## src/rtl/if1_align_skid.sv

```systemverilog
// Fetch stage 1: aligns the I-cache line by PC offset into a left-packed group and pushes it to the
// instruction buffer, parking unpushed remainders in an in-order skid FIFO of whole lines.
module if1_align_skid #(
    parameter  int FETCH_W    = 4,
    parameter  int IB_W_LOG2  = 4,
    parameter  int SKID_DEPTH = 2,
    parameter  int ENT_WD     = 66,
    localparam int OFS_W      = $clog2(FETCH_W)
) (
    input  logic                      clk,
    input  logic                      rst,
    input  logic                      flush_IF,
    input  logic                      if0_valid,
    output logic                      if1_ready,
    input  logic [31:0]               if0_pc,
    input  logic [FETCH_W-1:0]        if0_pc_valid,
    input  logic [FETCH_W-1:0]        if0_pc_is_jump,
    input  logic                      data_ok,
    input  logic [32*FETCH_W-1:0]     rdata,
    input  logic [IB_W_LOG2:0]        can_push_size,
    output logic [OFS_W:0]            push_num,
    output logic [ENT_WD*FETCH_W-1:0] if1_to_ib
);
    localparam int NW    = OFS_W + 1;
    localparam int CPS_W = IB_W_LOG2 + 1;
    localparam int MW    = (CPS_W > NW) ? CPS_W : NW;
    localparam int PW    = (SKID_DEPTH > 1) ? $clog2(SKID_DEPTH) : 1;
    localparam int CW    = $clog2(SKID_DEPTH + 1);
    localparam int CW1   = CW + 1;
    localparam int LW    = ENT_WD * FETCH_W;

    typedef enum logic [1:0] {IDLE, WAIT, DROP} state_t;

    // min(remaining, free, FETCH_W) evaluated wide enough that can_push_size is never truncated
    function automatic logic [NW-1:0] clamp_push(input logic [NW-1:0] rem, input logic [CPS_W-1:0] cps);
        logic [MW-1:0] r, c, m;
        r = MW'(rem);
        c = MW'(cps);
        m = (c < r) ? c : r;
        if (m > MW'(FETCH_W)) m = MW'(FETCH_W);
        return NW'(m);
    endfunction

    function automatic logic [PW-1:0] ptr_inc(input logic [PW-1:0] p);
        return (p == PW'(SKID_DEPTH - 1)) ? '0 : p + 1'b1;
    endfunction

    state_t               state, state_next;
    logic [31:0]          req_pc;
    logic [FETCH_W-1:0]   req_vld, req_jmp;
    logic                 accept;

    logic [31:0]          src_pc;
    logic [FETCH_W-1:0]   src_vld, src_jmp;
    logic [OFS_W-1:0]     arr_off;
    logic [NW-1:0]        arr_n;
    logic [LW-1:0]        arr_line;
    logic                 arr_vld;

    logic [LW-1:0]        skid_line [SKID_DEPTH];
    logic [NW-1:0]        skid_n    [SKID_DEPTH];
    logic [PW-1:0]        rd_ptr, wr_ptr;
    logic [CW-1:0]        skid_cnt;
    logic [OFS_W-1:0]     head_ptr;

    logic                 skid_ne, pop, enq, arr_cand, enq_cand;
    logic [NW-1:0]        skid_rem, skid_push, head_rem, push_eff;
    logic [CW1-1:0]       cnt_cand;
    logic [LW-1:0]        head_line;
    logic [OFS_W-1:0]     head_base;

    // Same-cycle hit uses live request fields; a late response uses the fields latched at acceptance
    always_comb begin
        src_pc   = (state == IDLE) ? if0_pc         : req_pc;
        src_vld  = (state == IDLE) ? if0_pc_valid   : req_vld;
        src_jmp  = (state == IDLE) ? if0_pc_is_jump : req_jmp;
        arr_off  = src_pc[OFS_W+1:2];
        arr_n    = NW'(FETCH_W) - NW'(arr_off);
        arr_line = '0;
        for (int j = 0; j < FETCH_W; j++) begin
            if (NW'(j) < arr_n)
                arr_line[ENT_WD*j +: ENT_WD] = ENT_WD'({src_vld[arr_off + OFS_W'(j)],
                                                        src_jmp[arr_off + OFS_W'(j)],
                                                        src_pc + 32'(4 * j),
                                                        rdata[32*(arr_off + OFS_W'(j)) +: 32]});
        end
    end

    // Readiness looks ahead at the occupancy this cycle would leave, without depending on accept
    always_comb begin
        skid_ne   = (skid_cnt != '0);
        skid_rem  = skid_n[rd_ptr] - NW'(head_ptr);
        skid_push = clamp_push(skid_rem, can_push_size);
        pop       = skid_ne && !rst && !flush_IF && (skid_push == skid_rem);
        arr_cand  = data_ok && (state == WAIT || (state == IDLE && if0_valid));
        enq_cand  = arr_cand && (skid_ne || (clamp_push(arr_n, can_push_size) < arr_n));
        cnt_cand  = CW1'(skid_cnt) - CW1'(pop) + CW1'(enq_cand);
        if1_ready = !rst && !flush_IF && (state == IDLE || (state == WAIT && data_ok))
                    && (cnt_cand < CW1'(SKID_DEPTH));
    end

    always_comb begin
        accept    = if0_valid && if1_ready;
        arr_vld   = !rst && !flush_IF && data_ok && (state == WAIT || (state == IDLE && accept));
        head_line = '0;
        head_rem  = '0;
        head_base = '0;
        if (skid_ne) begin
            head_line = skid_line[rd_ptr];
            head_rem  = skid_rem;
            head_base = head_ptr;
        end else if (arr_vld) begin
            head_line = arr_line;
            head_rem  = arr_n;
        end
        push_eff  = (rst || flush_IF) ? '0 : clamp_push(head_rem, can_push_size);
        enq       = arr_vld && (skid_ne || (push_eff < arr_n));
        push_num  = push_eff;
        if1_to_ib = '0;
        for (int i = 0; i < FETCH_W; i++) begin
            if (NW'(i) < push_eff)
                if1_to_ib[ENT_WD*i +: ENT_WD] = head_line[ENT_WD*(head_base + OFS_W'(i)) +: ENT_WD];
        end
    end

    // A new request accepted alongside the old response stays outstanding, so WAIT is kept
    always_comb begin
        state_next = state;
        case (state)
            IDLE:    if (accept && !data_ok) state_next = WAIT;
            WAIT:    if (data_ok)       state_next = accept ? WAIT : IDLE;
                     else if (flush_IF) state_next = DROP;
            DROP:    if (data_ok)       state_next = IDLE;
            default: state_next = IDLE;
        endcase
    end

    always_ff @(posedge clk) begin
        if (rst) begin
            state    <= IDLE;
            skid_cnt <= '0;
            rd_ptr   <= '0;
            wr_ptr   <= '0;
            head_ptr <= '0;
        end else begin
            state <= state_next;
            if (flush_IF) begin
                skid_cnt <= '0;
                rd_ptr   <= '0;
                wr_ptr   <= '0;
                head_ptr <= '0;
            end else begin
                if (pop) rd_ptr <= ptr_inc(rd_ptr);
                if (enq) wr_ptr <= ptr_inc(wr_ptr);
                skid_cnt <= skid_cnt - CW'(pop) + CW'(enq);
                if (pop)          head_ptr <= '0;
                else if (skid_ne) head_ptr <= head_ptr + OFS_W'(push_eff);
                else if (enq)     head_ptr <= OFS_W'(push_eff);
            end
        end
    end

    always_ff @(posedge clk) begin
        if (accept) begin
            req_pc  <= if0_pc;
            req_vld <= if0_pc_valid;
            req_jmp <= if0_pc_is_jump;
        end
        if (enq) begin
            skid_line[wr_ptr] <= arr_line;
            skid_n[wr_ptr]    <= arr_n;
        end
    end
endmodule
```

## config.mk

```make
export PLATFORM = sky130hd
export DESIGN_NAME = if1_align_skid
export DESIGN_NICKNAME = d
export VERILOG_FILES = /design/src/rtl/if1_align_skid.sv
export SDC_FILE = /design/constraint.sdc
export NUM_CORES = 1
export LEC_CHECK = 0
export BUFFER_PORTS_ARGS = -buffer_cell sky130_fd_sc_hd__buf_2
export CORE_ASPECT_RATIO = 1.25
export CORE_UTILIZATION = 40
export CTS_CLUSTER_DIAMETER = 50
export DETAILED_ROUTE_END_ITERATION = 8
export PLACE_DENSITY = 0.57
export RECOVER_POWER = 25
export SYNTH_ARGS = -nofsm -noshare
export SYNTH_HDL_FRONTEND = slang
export SYNTH_SLANG_ARGS = --single-unit
```

## constraint.sdc

```tcl
create_clock -name clk -period 52.9 [get_ports clk]
set_clock_uncertainty 0.1 [all_clocks]
set_input_delay 2.645 -clock clk [delete_from_list [all_inputs] [get_ports clk]]
set_output_delay 2.645 -clock clk [all_outputs]
set_load 0.01 [all_outputs]
```

==> impl_metrics.py, run 1 <==
metrics = {
    "run_status": {
        "outcome": "finished with violations",
        "failed_checks": "max-capacitance violations, max-slew violations",
    },
    "setup_path": {
        "path_max_fanout": 38,
        "startpoint_type": "input port",
        "cp_slowest_stage_delay_ns": 2.20,
        "worst-path-buf-inv": 6,
        "endpoint_kind": "primary output",
        "crit_cells": 29,
        "crit_type": "in2out",
        "crit_family": "buffers and inverters",
        "cpMaxStageDelayCell": "clkinvlp_2",
        "cp.required_ns": 50.16,
        "r2r_cells": 32,
        "cp.arrival_ns": 16.34,
    },
    "floorplanning": {
        "dieArea_sq_um": 81800,
        "die_h_um": 319,
        "die_w_um": 256,
        "start_util": 0.403,
        "coreArea_sq_um": 80000,
        "io_pins": 446,
        "rows": 116,
    },
    "final_layout": {
        "mostFrequentLayoutCells": "568 x edfxtp_1, 464 x nor2_1, 410 x buf_2",
        "area_growth_pct": 16.2,
        "final_common_cell": "edfxtp_1",
        "drive_gt1_frac": 0.224,
        "fin_cells": 4348,
        "final_nets": 3429,
    },
    "power_and_ir_drop": {
        "p_clk_frac": 0.426,
        "internal-power_uw": 804,
        "switchingPower_uw": 268,
        "irDropWorstVdd_uv": 20.5,
        "power_frac_seq": 0.480,
        "total_power_uw": 1070,
        "p_sw_frac": 0.250,
        "combPwrFrac": 0.094,
        "powerDensity_nw_per_um2": 28.6,
        "p_leak_uw": 0.0126,
    },
    "placement": {
        "hpwl_um": 80500,
        "port_buffers": 445,
        "routabilityCongestion": 0.931,
        "pre_cts_slack_ns": 38.04,
        "dp_cells": 4224,
    },
    "clock_tree": {
        "ctsHoldBuffers": 0,
        "clockBufferDepth": 3,
        "cts_made_buffers": 67,
        "clkTransAtPathRegs_ns": 0.06,
        "cts.sinks": 577,
        "root_buffer": "clkbuf_16",
        "cts_setup_buffers": 0,
        "cts_resized": 0,
        "htree_levels": 3,
        "cts_tree": "done",
        "clock_latency_ns": 0.61,
    },
    "drt": {
        "firstDrtPassIters": 7,
        "via_count": 27436,
        "route.detailed.drc": 0,
        "first_iter_violations": 3337,
        "antenna_left": 0,
        "vias_per_cell": 6.31,
        "wl_per_cell_um": 29.3,
        "finalWirelength_um": 128000,
    },
    "grt": {
        "use_met3": 0.0572,
        "grt_pass1_vias": 27169,
        "grt_pass1_wl_um": 183000,
        "antenna_found_initial": 7,
        "use_met1": 0.388,
        "grt_max_degree": 167,
        "grt_use_total": 0.303,
        "use_met2": 0.493,
        "grt_overflow": 0,
        "top_usage_layer": "met2",
    },
    "logic_synthesis": {
        "ys_seq_area_frac": 0.534,
        "synth_area_per_cell_sq_um": 11.1,
        "synthFlopType": "edfxtp_1",
        "syn_inst": 2906,
        "syn_area_sq_um": 32300,
        "synth-seq-cells": 577,
        "synthArstFlopShare": 0,
        "synth_edf_count": 568,
        "synth_fp_nets": 3104,
        "synth.distinct_cells": 81,
        "yosysWarnings": 0,
    },
    "worst_hold_path": {
        "whs_path_depth": 2,
        "hold_class": "reg2reg",
    },
    "sta": {
        "fin_crit_ns": 19.08,
        "final_hold_viol_count": 0,
        "tightestPinTransition_ns": 4.47,
        "setup_slack_ns": 33.82,
        "rsz0062_at_grt": "false",
        "setup_viol": 0,
        "maxSlewViolCount": 503,
        "period_share": 0.361,
        "fmax_mhz": 52.4,
        "fin_tns_setup_ns": 0,
        "slew_headroom": -1.98,
    },
    "job": {
        "drv_cap": 13,
    },
}
## final timing paths
| check | slack [ns] | end | from |
|---|---|---|---|
| worst max-delay path | 33.82 | if1_to_ib[54] | if0_pc[2] |
| worst min-delay path | 0.41 | rd_ptr | rd_ptr |
| worst max register to register | 36.44 | skid_line[1][162] | state[0] |
| worst min register to register | 0.41 | rd_ptr | rd_ptr |
## cell type report
class / count / area (sq um)
Fill cell: 7437 / 42500
Sequential cell: 577 / 17200
Inverter: 50 / 190
Antenna cell: 2 / 5.00
Multi-Input combinational cell: 2033 / 14000
Clock inverter: 39 / 329
Clock buffer: 83 / 1820
Timing Repair Buffer: 502 / 2590
Tap cell: 1062 / 1330
## synth_stat cells, types with 6 or more instances
master,number,area share
a2111oi_0,13,0.0035
inv_1,46,0.0054
a31oi_1,13,0.0025
a21oi_1,248,0.038
xor2_1,7,0.0019
clkbuf_1,172,0.020
nor2b_1,47,0.0091
buf_1,48,0.0056
edfxtp_1,568,0.53
a221oi_1,58,0.016
a22oi_1,45,0.010
dfxtp_1,9,0.0056
o22ai_1,43,0.0083
o221ai_1,8,0.0022
o21ai_0,121,0.019
mux4_2,89,0.062
a2bb2oi_1,9,0.0024
nor3_1,40,0.0062
nand2_1,207,0.024
buf_2,23,0.0036
and2_1,54,0.010
o211ai_1,21,0.0049
nand3_1,26,0.0040
nor2_1,473,0.055
xnor2_1,42,0.011
or3_1,6,0.0012
mux2_2,59,0.021
mux2i_1,192,0.060
a211oi_1,87,0.020
a22o_1,9,0.0024
ha_1,18,0.0070
## through the flow
stage	util	hold slack, ns	cell area [sq um]
after floorplan	-	0.372	32300
after global placement	0.443	0.386	35500
after detailed placement	0.443	0.390	35500
after CTS	0.470	0.408	37600
after global routing	0.469	0.428	37500
final	0.469	0.408	37500
## tightest hold or removal path, cell delays in order, from the launching register on
cell	delay, ns
dfxtp_1	0.32
xor2_1	0.08
nor2_1	0.07
## routing by layer
| metal | share of wire | up-vias |
|---|---|---|
| li1 | - | 11626 |
| met1 | 0.39 | 13627 |
| met2 | 0.47 | 1836 |
| met3 | 0.098 | 337 |
| met4 | 0.049 | 10 |
| met5 | 0.00054 | - |
## state kept, by name, indices dropped and copies added (netlist names), named ones only
register   count
wr_ptr         1
skid_line    525
head_ptr       2
skid_cnt       2
state          2
req_vld        4
req_pc        32
req_jmp        4
rd_ptr         1
skid_n         3
## power groups by stage
stage               clock network [uW]  logic, uW  registers (uW)
global route                       478        107             515
CTS                                461       99.6             515
finish                             457        101             515
detailed placement                   0       99.3             524
global placement                     0       97.2             524
floorplan                            0       55.7             526
## kinds of logic (layout without fill, tap and decap cells)
family	count (synthesis)	count (layout)	synth area share
multiplexers	341	341	0.143
adder cells (fa/ha/maj)	20	20	0.00822
buffers and inverters	296	674	0.0359
XOR/XNOR	49	49	0.0133
other	0	2	0
AND/OR/NAND/NOR	901	901	0.122
AO/OA/AOI/OAI	722	722	0.143
flip-flops	577	577	0.534
Power figures use the tool's default switching activity.
==> run 2: changes to the inputs <==
--- a/config.mk
+++ b/config.mk
@@ -5,12 +5,13 @@
 export SDC_FILE = /design/constraint.sdc
 export NUM_CORES = 1
 export LEC_CHECK = 0
+export ABC_AREA = 1
 export BUFFER_PORTS_ARGS = -buffer_cell sky130_fd_sc_hd__buf_2
 export CORE_ASPECT_RATIO = 1.25
 export CORE_UTILIZATION = 40
 export CTS_CLUSTER_DIAMETER = 50
 export DETAILED_ROUTE_END_ITERATION = 8
-export PLACE_DENSITY = 0.57
+export PLACE_DENSITY = 0.59
 export RECOVER_POWER = 25
 export SYNTH_ARGS = -nofsm -noshare
 export SYNTH_HDL_FRONTEND = slang
==> constraint.sdc (replaced) <==
create_clock -name clk -period 17 [get_ports clk]
set_clock_uncertainty 0.1 [all_clocks]
set_input_delay 0.85 -clock clk [delete_from_list [all_inputs] [get_ports clk]]
set_output_delay 0.85 -clock clk [all_outputs]
set_load 0.01 [all_outputs]
==> impl_metrics.py, run 2 <==
metrics = {
    "run_status": {
        "outcome": "finished with violations",
        "failed_checks": "max-capacitance violations, max-slew violations",
    },
    "power_and_ir_drop": {
        "total_power_uw": 3390,
        "irDropWorstVdd_uv": 62.6,
        "p_leak_uw": 0.0150,
        "powerDensity_nw_per_um2": 89.4,
    },
    "clock_tree": {
        "ctsHoldBuffers": 0,
        "root_buffer": "clkbuf_16",
        "cts_resized": 0,
        "htree_levels": 3,
        "clock_latency_ns": 0.62,
        "clockBufferDepth": 3,
        "cts_setup_buffers": 0,
        "cts_made_buffers": 71,
        "clkTransAtPathRegs_ns": 0.06,
        "cts.sinks": 577,
        "cts_tree": "done",
    },
    "sta": {
        "setup_viol": 0,
        "slew_headroom": -1.70,
        "maxSlewViolCount": 386,
        "fmax_mhz": 74.1,
        "rsz0062_at_grt": "false",
        "fin_tns_setup_ns": 0,
        "setup_slack_ns": 3.50,
        "period_share": 0.794,
        "final_hold_viol_count": 0,
        "tightestPinTransition_ns": 4.04,
        "fin_crit_ns": 13.50,
    },
    "setup_path": {
        "endpoint": "if1_to_ib[104]",
        "rr_endpoint": "skid_line[0][38]",
        "cp_common_cell": "nand2_1",
        "crit_type": "reg2out",
        "worst-path-buf-inv": 12,
        "crit_family": "buffers and inverters",
        "r2r_start": "state[0]",
        "reg2reg_slack_ns": 3.57,
        "path_max_fanout": 57,
        "endpoint_kind": "primary output",
        "cp-startpoint": "state[0]",
        "cp.required_ns": 16.05,
        "cp_slowest_stage_delay_ns": 2.16,
        "cp.arrival_ns": 12.55,
        "r2r_cells": 50,
        "crit_cells": 45,
        "startpoint_type": "flop",
        "cpMaxStageDelayCell": "clkbuf_1",
    },
    "drt": {
        "via_count": 30032,
        "first_iter_violations": 3154,
        "wl_per_cell_um": 24.5,
        "firstDrtPassIters": 6,
        "antenna_left": 0,
        "route.detailed.drc": 0,
        "finalWirelength_um": 127000,
        "vias_per_cell": 5.77,
    },
    "floorplanning": {
        "start_util": 0.403,
        "dieArea_sq_um": 83200,
        "die_h_um": 322,
        "coreArea_sq_um": 81400,
        "rows": 117,
        "die_w_um": 258,
        "io_pins": 446,
    },
    "placement": {
        "hpwl_um": 79800,
        "port_buffers": 445,
        "dp_cells": 5077,
        "routabilityCongestion": 0.944,
        "pre_cts_slack_ns": 5.70,
    },
    "logic_synthesis": {
        "yosys.cell_count.top_type": "nand2_1",
        "yosysWarnings": 0,
        "synth.distinct_cells": 64,
        "synth_edf_count": 568,
        "synth_area_per_cell_sq_um": 8.66,
        "yosys.area.top_type": "edfxtp_1",
        "synthArstFlopShare": 0,
        "yosys-top-cells-count": "973 x nand2_1, 568 x edfxtp_1, 524 x nor2_1",
        "synth.area.top_cells": "edfxtp_1 52%, nand2_1 11%, nor2_1 6.0%",
        "synthFlopType": "edfxtp_1",
        "synth-seq-cells": 577,
        "synth_fp_nets": 3985,
        "syn_area_sq_um": 32800,
        "syn_inst": 3787,
        "synth_top_area_frac": 0.520,
        "ys_seq_area_frac": 0.525,
    },
    "grt": {
        "grt_pass1_wl_um": 187000,
        "grt_pass1_vias": 28867,
        "grt_use_total": 0.299,
        "grt_overflow": 0,
        "grt_max_degree": 163,
        "antenna_found_initial": 5,
    },
    "final_layout": {
        "final_common_cell": "nand2_1",
        "fin_cells": 5205,
        "seq_area_sq_um": 17200,
        "fin_util": 0.466,
        "final_nets": 4277,
        "multi_input_area_sq_um": 13400,
        "largest-register": "skid_line",
        "n_fill_cell": 8014,
        "area_growth_pct": 15.6,
        "reg_top3": "skid_line x525, req_pc x32",
        "largest_reg_flops": 525,
        "drive_gt1_frac": 0.165,
        "mostFrequentLayoutCells": "979 x nand2_1, 568 x edfxtp_1, 520 x nor2_1",
    },
    "job": {
        "drv_cap": 11,
    },
    "worst_hold_path": {
        "hold_class": "in2reg",
    },
}
run 2: cell types whose count changed after synthesis, sizes merged, moves of 59 or more:
| cell | before | now |
|---|---|---|
| nand3 | 27 | 86 |
| o21ai | 124 | 241 |
| mux2i | 193 | 42 |
| mux2 | 59 | 0 |
| inv | 48 | 252 |
| mux4 | 89 | 0 |
| nor2 | 475 | 538 |
| nand2 | 207 | 990 |
run 2: where the power goes:
group          internal (uW)  leakage [uW]  total (uW)  switching (uW)
Sequential              1590       0.00531        1590            1.98
Combinational           72.5       0.00857         284             212
Clock                    893       0.00111        1520             625
run 2: final cells by class:
type,instances,share of cell area
multi-input combinational,2671,0.354
inverter,253,0.0256
antenna,3,0.000198
timing repair buffer,505,0.0696
clock inverter,36,0.00910
clock buffer,89,0.0514
tap,1071,0.0353
sequential,577,0.454
run 2: cell families (layout without fill, tap and decap cells):
kind of cell | Yosys count | in the layout | synth area share
other | 0 | 3 | 0
AO/OA/AOI/OAI | 871 | 871 | 0.174
multiplexers | 42 | 42 | 0.0128
adder cells (fa/ha/maj) | 20 | 20 | 0.00808
XOR/XNOR | 15 | 15 | 0.00400
AND/OR/NAND/NOR | 1723 | 1723 | 0.210
flip-flops | 577 | 577 | 0.525
buffers and inverters | 539 | 883 | 0.0665
run 2: worst min-delay path by stage:
stage	startpoint	slack, ns	to	cells after the start
after global placement	rd_ptr	0.34	flop	1
after CTS	if0_pc[5]	0.30	req_pc[5]	1
after global routing	if0_pc[20]	0.31	req_pc[20]	1
after floorplan	rd_ptr	0.33	flop	1
after detailed placement	rd_ptr	0.33	flop	1
final	if0_pc[5]	0.32	req_pc[5]	1
run 2: per-stage QoR:
stage	hold WS (ns)	instance area, sq um
finish	0.318	37900
global route	0.312	37900
CTS	0.301	38100
detailed placement	0.332	35800
global placement	0.343	35800
floorplan	0.325	32800
run 2: routing by layer:
metal | GRT usage | routed length (um) | up-vias
li1 | - | - | 13729
met5 | 0 | 0 | -
met3 | 0.0424 | 10300 | 292
met2 | 0.487 | 59900 | 1557
met1 | 0.392 | 51200 | 14454
met4 | 0.146 | 6010 | 0
run 2: worst register-to-register path, delay by kind of cell, from the launching register on:
family / cells / cell delay [ns]
compound gates: 9 / 1.43
flops: 1 / 0.32
buf+inv: 12 / 5.85
simple gates: 24 / 3.73
fa+ha+maj: 5 / 1.57
